## src/rtl/uart_tx_arbiter.sv

```systemverilog
// uart_tx_arbiter: round-robin sharing of one UART transmitter among NUM_REQ
// byte requesters. Sequences send -> tx_active_flag -> tx_done_flag for each byte
// and pulses ack to the owner when its byte has gone out.
// Optional watchdog: define UART_TX_ARB_TIMEOUT_EN to abort a transfer that has
// not completed TIMEOUT_CYC cycles after launch.
module uart_tx_arbiter #(
    parameter int unsigned NUM_REQ     = 4,
    parameter int unsigned DATA_W      = 8,
    parameter int unsigned TIMEOUT_CYC = 4096
) (
    input  logic                      PCLK,
    input  logic                      PRESET,
    input  logic [NUM_REQ-1:0]        req,
    input  logic [NUM_REQ*DATA_W-1:0] req_data,
    output logic [NUM_REQ-1:0]        ack,
    output logic [NUM_REQ-1:0]        gnt,
    output logic                      send,
    output logic [DATA_W-1:0]         DATA_TX,
    input  logic                      tx_active_flag,
    input  logic                      tx_done_flag,
    output logic                      busy,
    output logic                      timeout
);

    localparam int unsigned PTR_W = (NUM_REQ > 1) ? $clog2(NUM_REQ) : 1;
`ifdef UART_TX_ARB_TIMEOUT_EN
    localparam int unsigned CNT_W = $clog2(TIMEOUT_CYC + 1);
`endif

    typedef enum logic [2:0] {
        S_IDLE,
        S_GRANT,
        S_LAUNCH,
        S_WAIT_ACT,
        S_WAIT_DONE,
        S_RELEASE
    } state_e;

    state_e               state_q, state_d;
    logic [PTR_W-1:0]     rr_ptr_q, rr_ptr_d;
    logic [PTR_W-1:0]     owner_q, owner_d;
    logic [NUM_REQ-1:0]   gnt_q, gnt_d;
    logic [NUM_REQ-1:0]   ack_q, ack_d;
    logic                 send_q, send_d;
    logic [DATA_W-1:0]    data_tx_q, data_tx_d;
    logic                 busy_q, busy_d;
    logic                 timeout_q, timeout_d;
`ifdef UART_TX_ARB_TIMEOUT_EN
    logic [CNT_W-1:0]     cnt_q, cnt_d;
`endif

    logic                 win_valid;
    logic [PTR_W-1:0]     win_idx;

    // Round-robin pick: first asserted request scanning up from rr_ptr, wrapping.
    always_comb begin : arb_c
        logic [PTR_W-1:0] cand;
        win_valid = 1'b0;
        win_idx   = '0;
        cand      = '0;
        for (int unsigned i = 0; i < NUM_REQ; i++) begin
            cand = PTR_W'((32'(rr_ptr_q) + i) % NUM_REQ);
            if (!win_valid && req[cand]) begin
                win_valid = 1'b1;
                win_idx   = cand;
            end
        end
    end

    // Next-state logic; outputs are a registered decode of the next state.
    always_comb begin
        state_d   = state_q;
        rr_ptr_d  = rr_ptr_q;
        owner_d   = owner_q;
        data_tx_d = data_tx_q;
        timeout_d = 1'b0;
`ifdef UART_TX_ARB_TIMEOUT_EN
        cnt_d     = cnt_q;
`endif

        case (state_q)
            S_IDLE: begin
                // Never launch over a frame the UART is still shifting.
                if (win_valid && !tx_active_flag) begin
                    state_d   = S_GRANT;
                    owner_d   = win_idx;
                    data_tx_d = req_data[32'(win_idx)*DATA_W +: DATA_W];
                end
            end
            S_GRANT: state_d = S_LAUNCH;
            S_LAUNCH: begin
                state_d = S_WAIT_ACT;
`ifdef UART_TX_ARB_TIMEOUT_EN
                cnt_d   = CNT_W'(1);
`endif
            end
            S_WAIT_ACT, S_WAIT_DONE: begin
                // A done seen before active means a frame short enough to miss.
                if (tx_done_flag) begin
                    state_d = S_RELEASE;
                end else begin
                    if (state_q == S_WAIT_ACT && tx_active_flag) begin
                        state_d = S_WAIT_DONE;
                    end
`ifdef UART_TX_ARB_TIMEOUT_EN
                    if (cnt_q >= CNT_W'(TIMEOUT_CYC - 1)) begin
                        state_d   = S_RELEASE;
                        timeout_d = 1'b1;
                    end else begin
                        cnt_d = cnt_q + CNT_W'(1);
                    end
`endif
                end
            end
            S_RELEASE: begin
                state_d  = S_IDLE;
                rr_ptr_d = (owner_q == PTR_W'(NUM_REQ - 1)) ? '0 : owner_q + PTR_W'(1);
            end
            default: state_d = S_IDLE;
        endcase

        send_d = (state_d == S_LAUNCH);
        busy_d = (state_d != S_IDLE);
        gnt_d  = '0;
        ack_d  = '0;
        if (state_d == S_GRANT || state_d == S_LAUNCH ||
            state_d == S_WAIT_ACT || state_d == S_WAIT_DONE) begin
            gnt_d = NUM_REQ'(1) << owner_d;
        end
        if (state_d == S_RELEASE) begin
            ack_d = NUM_REQ'(1) << owner_d;
        end
    end

    // State and output registers; reset abandons any transfer without an ack.
    always_ff @(posedge PCLK or posedge PRESET) begin
        if (PRESET) begin
            state_q   <= S_IDLE;
            rr_ptr_q  <= '0;
            owner_q   <= '0;
            gnt_q     <= '0;
            ack_q     <= '0;
            send_q    <= 1'b0;
            data_tx_q <= '0;
            busy_q    <= 1'b0;
            timeout_q <= 1'b0;
`ifdef UART_TX_ARB_TIMEOUT_EN
            cnt_q     <= '0;
`endif
        end else begin
            state_q   <= state_d;
            rr_ptr_q  <= rr_ptr_d;
            owner_q   <= owner_d;
            gnt_q     <= gnt_d;
            ack_q     <= ack_d;
            send_q    <= send_d;
            data_tx_q <= data_tx_d;
            busy_q    <= busy_d;
            timeout_q <= timeout_d;
`ifdef UART_TX_ARB_TIMEOUT_EN
            cnt_q     <= cnt_d;
`endif
        end
    end

    assign gnt     = gnt_q;
    assign ack     = ack_q;
    assign send    = send_q;
    assign DATA_TX = data_tx_q;
    assign busy    = busy_q;
    assign timeout = timeout_q;

endmodule

```

## config.mk

```make
export PLATFORM = sky130hd
export DESIGN_NAME = uart_tx_arbiter
export DESIGN_NICKNAME = d
export VERILOG_FILES = /design/src/rtl/uart_tx_arbiter.sv
export SDC_FILE = /design/constraint.sdc
export NUM_CORES = 1
export LEC_CHECK = 0
export ABC_AREA = 1
export CORE_MARGIN = 4
export CORE_UTILIZATION = 45
export CTS_CLUSTER_SIZE = 10
export DETAILED_ROUTE_END_ITERATION = 10
export PLACE_DENSITY = 0.89
export SYNTH_ARGS = -nofsm -noshare
export SYNTH_HDL_FRONTEND = slang
export SYNTH_SLANG_ARGS = --single-unit
```

## constraint.sdc

```tcl
create_clock -name PCLK -period 2 [get_ports PCLK]
set_input_delay 0.2 -clock PCLK [delete_from_list [all_inputs] [get_ports PCLK]]
set_output_delay 0.2 -clock PCLK [all_outputs]
set_load 0.02 [all_outputs]
```

==> results.md <==
* Num CTS Buffers at 3
* Slew Limit Fails at 0
* Post-synthesis mux area share at 0%
* Crit share post-route at 99.5%
* Fin Setup TNS at 0 ns
* Placed cells at 340
* Fraction of registers with async set/reset at 100%
* RSZ-0062 raised after global routing: true
* Number of global-route vias before repair at 1513
* Total nets after synthesis at 277
* 1st-iter DRT viols at 139
* All-layer global routing usage at 17.9%
* H-tree levels at 1
* Drt pass-1 iters at 4
* Initial antenna violation count at 0
* Largest net degree at the start of global routing at 26
* Status: finished, final reports clean
* Main combinational cell family by area after synthesis: simple AND/OR/NAND/NOR gates
* Initial core utilization at 48.3%
* CP arrival at 2.20 ns
* Synth Area in Compound Gates at 4.11%
* GPL Wtd Cong at 0.880
* FP Rows at 21
* CTS root buffer: clkbuf_8
* Chip height at 69.0 um
* Most frequent cells in the layout: nand2_1, clkdlybuf4s50_1, inv_1
* Total I/O pin count at 59
* Syn_area_per_cell at 7.09 um2
* Remaining antenna violation count at 0
* XOR/XNOR Fraction of Synth Area at 0%
* Synth Area in Simple Gates at 46.9%
* Drc violations at 0
* Adder-cell share of the synthesized area at 0.747%
* Maximum clock path buffer count at 2
* Sequential fraction of the synthesis area at 37.4%
* Worst hold path type: in2async
* Clk_lat worst skew at 0.27 ns
* Worst Path Required at 2.21 ns
* Post-synth EDFFs at 0
* Distinct cell type count after synthesis at 28
* Top_reg_cell synth: dfrtp_1
* Worst reg2reg endpoint: DATA_TX[7]
* Clock sink total at 25
* Clock slew at reported path FFs at 0.09 ns
* DR WL/cell at 13.5 um
* Design Area, Final at 2520 um2
* Static Leak at 1.27 nW
* Routed WL at 4720 um
* Yosys warns at 0
* Commonest non-fill, non-tap cell in the layout: nand2_1
* Antenna diodes at 0
* Clock Skews at 0.00642 ns
* Synthesized flop and latch total at 25
* Area grow syn2layout at 50.5%
* Startpoint Class: flip-flop
* Final critical-path required period at 1.99 ns
* Netlist Area Pre-Place at 1670 um2
* Vias at 1732
* Post-CTS Hold Fix Bufs at 0
* Final HPWL DP at 3250 um
* Fraction of layout cells with a size suffix above 1 at 22.0%
* R2r startpoint: rr_ptr_q[0]
* NumNets Final at 346
* Core ar. at 3470 um2
* Critical path class: reg2reg
* R2R Setup Slk at 0.01 ns
* Peak VDD IR at 0.000834 V
* Hold Violations, Final at 0
* Nature of the critical path endpoint: flip-flop
* Crit Path Max Fanout at 7
* Area after DPL at 2310 um2
* Die area at 4760 um2
* IO buf count at 57
* Grt total ovfl at 0
* Vias/cell at 4.95
* First-pass GRT wire length at 6430 um
* Cells after Synth at 236
* Die width at 69.0 um
* Final std cells w/o fill at 350
* Max cap viols at 0
* Endpoints failing setup at 0
* Core Util, Final at 72.7%
* Worst r2r path cells at 12
* Fmax at 0.503 GHz
* Pwr dens at 1630 nW/um2
* CTS tree: built
[stage by stage]
stage	setup slack, ns	hold WS, ns	power (mW)
2_1_floorplan	0.297	0.227	2.69
3_3_place_gp	0.0341	0.467	3.27
3_5_place_dp	-0.0208	0.477	3.36
4_1_cts	0.0490	0.278	3.67
5_1_grt	-0.123	0.301	4.44
6_report	0.0103	0.265	4.10
[area by class of cell]
cell class | count | area (um2)
Timing Repair Buffer | 68 | 664
Clock inverter | 1 | 7.51
Timing Repair inverter | 1 | 7.51
Fill cell | 260 | 948
Tap cell | 46 | 57.6
Multi-Input combinational cell | 171 | 976
Inverter | 35 | 138
Sequential cell | 25 | 628
Clock buffer | 3 | 41.3
[worst max-delay path by stage]
stage                     depth (start not counted)          to        start
after global routing                             12  DATA_TX[7]  rr_ptr_q[0]
final                                            12  DATA_TX[7]  rr_ptr_q[0]
after CTS                                        13  DATA_TX[7]  rr_ptr_q[0]
after detailed placement                         13  DATA_TX[7]       req[3]
after floorplan                                  13  DATA_TX[1]  rr_ptr_q[0]
after global placement                           13  DATA_TX[7]       req[0]
[Yosys cell counts (4+ instances only)]
library cell  number  area share (%)
inv_2              4            0.90
nand3_2            4             2.4
buf_4              4             1.8
nand2_2            9             3.4
nand3_1           21             6.3
nand2_1           95              21
inv_1             30             6.7
nand2_4            5             3.4
nor2_1            10             2.2
dfrtp_1           25              37
[flip-flops by register name, indices dropped and copies added, names as in the netlist]
| name | cells |
|---|---|
| DATA_TX | 8 |
| ack | 4 |
| gnt | 4 |
| state_q | 3 |
| owner_q | 2 |
| rr_ptr_q | 2 |
| busy | 1 |
| send | 1 |
[logic make-up after synthesis]
family | count (synthesis)
AND/OR/NAND/NOR | 159
buffers and inverters | 41
flip-flops | 25
AO/OA/AOI/OAI | 9
adder cells (fa/ha/maj) | 1
other | 1
[critical path, cell delays in order (launching register included)]
cell and delay, ns:
dfrtp_2 0.46, inv_2 0.11, nand2_1 0.10, nand3_1 0.12
nand2_1 0.09, inv_1 0.16, nand3_4 0.12, nand3_2 0.08
nand2_2 0.08, buf_6 0.13, nor2_4 0.25, nand3_2 0.14
nand3_2 0.08
[routing by layer]
metal  track usage (%)  share of wire (%)
met5                 0                  0
met4              5.84                2.2
met2              31.8                 53
met3              2.43                3.7
met1              22.2                 41
[where the power goes]
| part | leakage (nW) | internal (mW) | switching [mW] |
|---|---|---|---|
| Combinational | 0.930 | 1.14 | 1.78 |
| Clock | 0.0217 | 0.141 | 0.170 |
| Sequential | 0.316 | 0.720 | 0.150 |
[what timing repair did]
item                                    CTS  global route
buffers inserted                          0             4
resized for setup                         0            29
endpoints found under the setup margin    0             8
Power figures use the tool's default switching activity.
==> RTL edit 1: new RTL, same settings <==
Encoding of `state_e`: now one-hot (6 bits for 6 states).
--- a/src/rtl/uart_tx_arbiter.sv
+++ b/src/rtl/uart_tx_arbiter.sv
@@ -27,13 +27,13 @@
     localparam int unsigned CNT_W = $clog2(TIMEOUT_CYC + 1);
 `endif
 
-    typedef enum logic [2:0] {
-        S_IDLE,
-        S_GRANT,
-        S_LAUNCH,
-        S_WAIT_ACT,
-        S_WAIT_DONE,
-        S_RELEASE
+    typedef enum logic [5:0] {
+        S_IDLE      = 6'b000001,
+        S_GRANT     = 6'b000010,
+        S_LAUNCH    = 6'b000100,
+        S_WAIT_ACT  = 6'b001000,
+        S_WAIT_DONE = 6'b010000,
+        S_RELEASE   = 6'b100000
     } state_e;
 
     state_e               state_q, state_d;
Behaviour: same outputs for any inputs over 10 cycles, from zero or initial values and one cycle with PRESET high; not proved beyond that.
==> RTL edit 1 against the original RTL <==
  * Fmax rose by 5.6%
  * Synthesized area rose by 7.0%
  * Final area rose by 1.8%
  * Critical path type unchanged
  * Routed wire length fell by 5.7%
  * Core utilization fell by 4.1 points
  * Setup slack improved by 0.11 ns
  * Sequential cell count rose by 3
  * Clock skew fell by 0.0034 ns
  * Critical endpoint is now DATA_TX[1]
  * Power fell by 27%
  * Largest cell class unchanged
==> RTL edit 1: results (changes against the original RTL) <==
- Clock Skews: 0.00301 ns (-0.00341 ns)
- Met3 routed WL: 231 um (+31%)
- Share of layout cells above drive strength 1: 13.2% (-8.8 points)
- GRT met1 Usage: 21.8% (-0.35 points)
- Total wire length: 4450 um (-5.7%)
- Pleak: 1.38 nW (+8.8%)
- RR Startpoint: rr_ptr_q[1]
- Status: finished, final reports clean
- Reg2reg end: DATA_TX[1]
- Post-synthesis compound-gate area fraction: 3.00% (-1.1 points)
- Finished Layout Cells: 374 (+6.9%)
- Pin count of the biggest net entering global routing: 29 (+12%)
- RePlAce Congestion: 0.907 (+3.0%)
- Fin Hold WS: 0.285 ns (+0.0200 ns)
- Metal2 WL: 2350 um (-5.7%)
- Syn_area_per_cell: 6.91 um^2 (-2.5%)
- Reg2Reg Depth: 14 (+2)
- Comb pwr share: 57.1% (-14 points)
- Global-route wire length before repair: 7270 um (+13%)
- GRT met2 Usage: 30.6% (-1.2 points)
- First DRT Iteration DRCs: 85 (-39%)
- Seq pwr: 0.855 mW (-2%)
- Net Sw Frac: 42.8% (-8.4 points)
- Tmin final: 1.88 ns (-0.105 ns)
- Synth area leaders: dfrtp_1, nand2_1, inv_1, nand3_1, nor2_1
- Arrival @ worst endpoint: 2.04 ns (-0.16 ns)
- Commonest cells post-synth: nand2_1, inv_1, nand3_1, dfrtp_1, nor2_1
- Share of the yosys chip area belonging to registers: 39.2% (+1.8 points)
- Peak VDD IR: 0.000566 V (-32%)
- HPWL Detailed: 3370 um (+3.8%)
- GR Util met3: 1.56% (-0.87 points)
- Synth Area in Adders: 0.699% (-0.049 points)
- Via/cell ratio: 4.79 (-3.2%)
- Final #Nets: 368 (+6.4%)
- Sequential power share: 28.4% (+7.2 points)
- Met1 wire length: 1820 um (-6.9%)
==> RTL edit 1: worst max-delay path, stage by stage (launching register included) <==
cell and delay [ns]:
dfrtp_1 0.46, inv_2 0.15, nand2_2 0.07, nand2_4 0.10, nand2_1 0.05, nand2_1 0.09, nor2_1 0.05, nor2_1 0.19
nand2_4 0.12, nand2_8 0.12, inv_1 0.10, nand2_1 0.07, nand2_1 0.04, nand2_1 0.07, nand3_1 0.08
==> RTL edit 1: area by class of cell <==
type | count | area [um^2]
multi-input combinational | 176 | 892
fill | 314 | 1180
timing repair buffer | 67 | 649
sequential | 28 | 702
clock buffer | 3 | 41.3
inverter | 51 | 191
clock inverter | 1 | 30.0
tap | 48 | 60.1
==> RTL edit 1: cell families after synthesis <==
kind of cell	Yosys count
AOI/OAI and AO/OA	9
adders and majority gates	1
buffers and inverters	56
DFF	28
other	1
and+or+nand+nor	164
==> RTL edit 2: new RTL, same settings <==
Made on the original files. Build with the macro `UART_TX_ARB_TIMEOUT_EN` defined.
--- a/src/rtl/uart_tx_arbiter.sv
+++ b/src/rtl/uart_tx_arbiter.sv
@@ -3,6 +3,8 @@
 // and pulses ack to the owner when its byte has gone out.
 // Optional watchdog: define UART_TX_ARB_TIMEOUT_EN to abort a transfer that has
 // not completed TIMEOUT_CYC cycles after launch.
+`define UART_TX_ARB_TIMEOUT_EN
+
 module uart_tx_arbiter #(
     parameter int unsigned NUM_REQ     = 4,
     parameter int unsigned DATA_W      = 8,
Behaviour: no difference found for any inputs over 10 cycles, from zero or initial values and one cycle with PRESET high; that may be too few to reach the edited logic, so the function may still have changed.
==> RTL edit 2 against the original RTL <==
  * Count of clock-buffer cells in the layout grew 3
  * Via count is 43% higher
  * Routed wire length is 36% higher
  * Synthesized area up 41%
  * Final area is 32% higher
  * Combinational power increased by 7.2%
  * Setup slack improved by 0.10 ns
  * Die area is 36% higher
  * Hold slack better by 0.061 ns
  * Core utilization decreased by 7.5 points
  * Sequential cell count rose by 14
  * Non-clock buffer count increased by 7
  * Global-route usage up 1.3 points
  * Power is 22% higher
==> RTL edit 2: results (changes against the original RTL) <==
- Reg2Reg Depth: 13 (+1)
- Arrival @ worst endpoint: 2.07 ns (-0.13 ns)
- Top reg by flops: cnt_q
- Share of layout cells above drive strength 1: 14.5% (-7.5 points)
- Mapped Cells: 340 (+44%)
- CTS HTree Levels: 2 (+1)
- Synth area leaders: dfrtp_1, nand2_1, inv_1, nand3_1, nor2_1
- Clock Skews: 0.00544 ns (-0.000980 ns)
- Total GRT Usage: 19.1% (+1.3 points)
- HPWL Detailed: 4560 um (+40%)
- Final #Nets: 461 (+33%)
- Global-route wire length before repair: 9920 um (+54%)
- Async S/R FF share, synth: 100% (unchanged)
- Via/cell ratio: 5.06 (+2.2%)
- ANT cells: 0 (unchanged)
- Clock tree buffer depth: 2 (unchanged)
- Max_cap viols: 0 (unchanged)
- Net Sw Frac: 47.5% (-3.7 points)
- Dpl cell area: 3090 um^2 (+34%)
- Total wire length: 6400 um (+36%)
- Commonest cells post-synth: nand2_1, inv_1, dfrtp_1, nand3_1, nor2_1
- Library cells used by synthesis: 29 (+3.6%)
- CP Max Fanout: 11 (+4)
- Share of the yosys chip area belonging to registers: 41.2% (+3.8 points)
- Status: finished, final reports clean
- Routed vias: 2,479 (+43%)
- Net count after synthesis: 382 (+38%)
- Pleak: 1.71 nW (+35%)
- First DRT Iteration DRCs: 217 (+56%)
- Worst skew pair latency: 0.29 ns (+0.02 ns)
- IO Port Bufs: 58 (+1.8%)
- RePlAce Congestion: 0.947 (+7.6%)
- Post-Place Cells: 476 (+40%)
- Pin count of the biggest net entering global routing: 40 (+54%)
- CTS Buf Count: 5 (+2)
- Peak VDD IR: 0.000925 V (+11%)
- Fillers: 411 (+58%)
- Worst Hold Class: in2async
- Initial DRT Pass Iterations: 4 (unchanged)
- Max reg flops: 13 (+5)
- Vias in the first global route: 2,315 (+53%)
- Clock-pin slew on the worst setup and hold paths: 0.07 ns (-0.02 ns)
[RTL edit 2: cell count changes after synthesis, moves of 4 or more]
cell	change
nand3_1	+14
a21oi_1	+5
o21ai_0	+7
nand2_1	+17
inv_1	+20
nand4_1	+4
dfrtp_1	+14
nor2_1	+20
[RTL edit 2: power by group through the flow]
stage	combinational (mW)	clock [mW]	sequential, mW
after floorplan	1.76	0	1.35
after global placement	2.63	0	1.21
after detailed placement	2.74	0	1.21
after CTS	2.77	0.681	1.20
after global routing	3.48	0.711	1.24
final	3.13	0.673	1.21
[RTL edit 2: worst paths after layout]
path / start / end / slack [ns]
setup / recovery: rr_ptr_q[0] / ack[2] / 0.11
hold / removal: PRESET / cnt_q[6] / 0.33
setup reg to reg: rr_ptr_q[0] / ack[2] / 0.11
hold reg to reg: DATA_TX[4] / DATA_TX[4] / 0.49
max in group asynchronous: PRESET / rr_ptr_q[0] / 1.31
min in group PCLK: DATA_TX[4] / DATA_TX[4] / 0.49
[RTL edit 2: timing repair]
action                                  4_1_cts  5_1_grt
buffers inserted                              0        4
endpoints found under the setup margin        0       21
hold buffers                                  0        0
resized for setup                             0       19
[RTL edit 2: layer usage]
metal / vias up / routed length (um) / global-route usage (%) / share of wire [%]
met5: - / 0 / 0 / 0
li1: 1218 / - / - / -
met3: 16 / 343 / 2.13 / 5.4
met1: 1156 / 2570 / 22.8 / 40
met4: 0 / 151 / 6.76 / 2.4
met2: 89 / 3330 / 35.3 / 52
[RTL edit 2: kinds of logic (layout without fill, tap and decap cells)]
family	after synthesis	after routing	synth area share, %
DFF	39	39	41.2
AOI/OAI and AO/OA	22	22	5.07
and+or+nand+nor	213	215	40.8
adders and majority gates	2	2	1.06
xor gates and xnor gates	3	3	1.11
buffers and inverters	61	139	10.8
[RTL edit 2: final cells by class]
cell class	count	area, um^2	area share [%]
Clock buffer	6	82.6	2.48
Clock inverter	2	35.0	1.05
Inverter	56	210	6.32
Multi-Input combinational cell	242	1220	36.8
Sequential cell	39	978	29.4
Tap cell	70	87.6	2.63
Timing Repair Buffer	75	708	21.3
[RTL edit 2: stage by stage]
step / TNS (ns) / setup slack (ns) / utilization, % / hold WS (ns)
floorplan: 0 / 0.275 / - / 0.266
global placement: 0 / 0.0649 / 60.5 / 0.465
detailed placement: -0.0963 / -0.0228 / 60.5 / 0.464
CTS: 0 / 0.00886 / 62.8 / 0.339
global route: -0.289 / -0.0457 / 65.1 / 0.371
finish: 0 / 0.113 / 65.1 / 0.326
[RTL edit 2: critical path, stage by stage, from the launching register on]
cell	delay, ns
dfrtp_2	0.44
buf_4	0.16
nand2_1	0.06
nand2_1	0.08
nand2_2	0.07
nand2_2	0.06
nor2_4	0.13
nand3_2	0.11
nand2_4	0.14
nand2_8	0.10
o21ai_4	0.22
inv_1	0.07
nand2_1	0.09
nor2_1	0.04
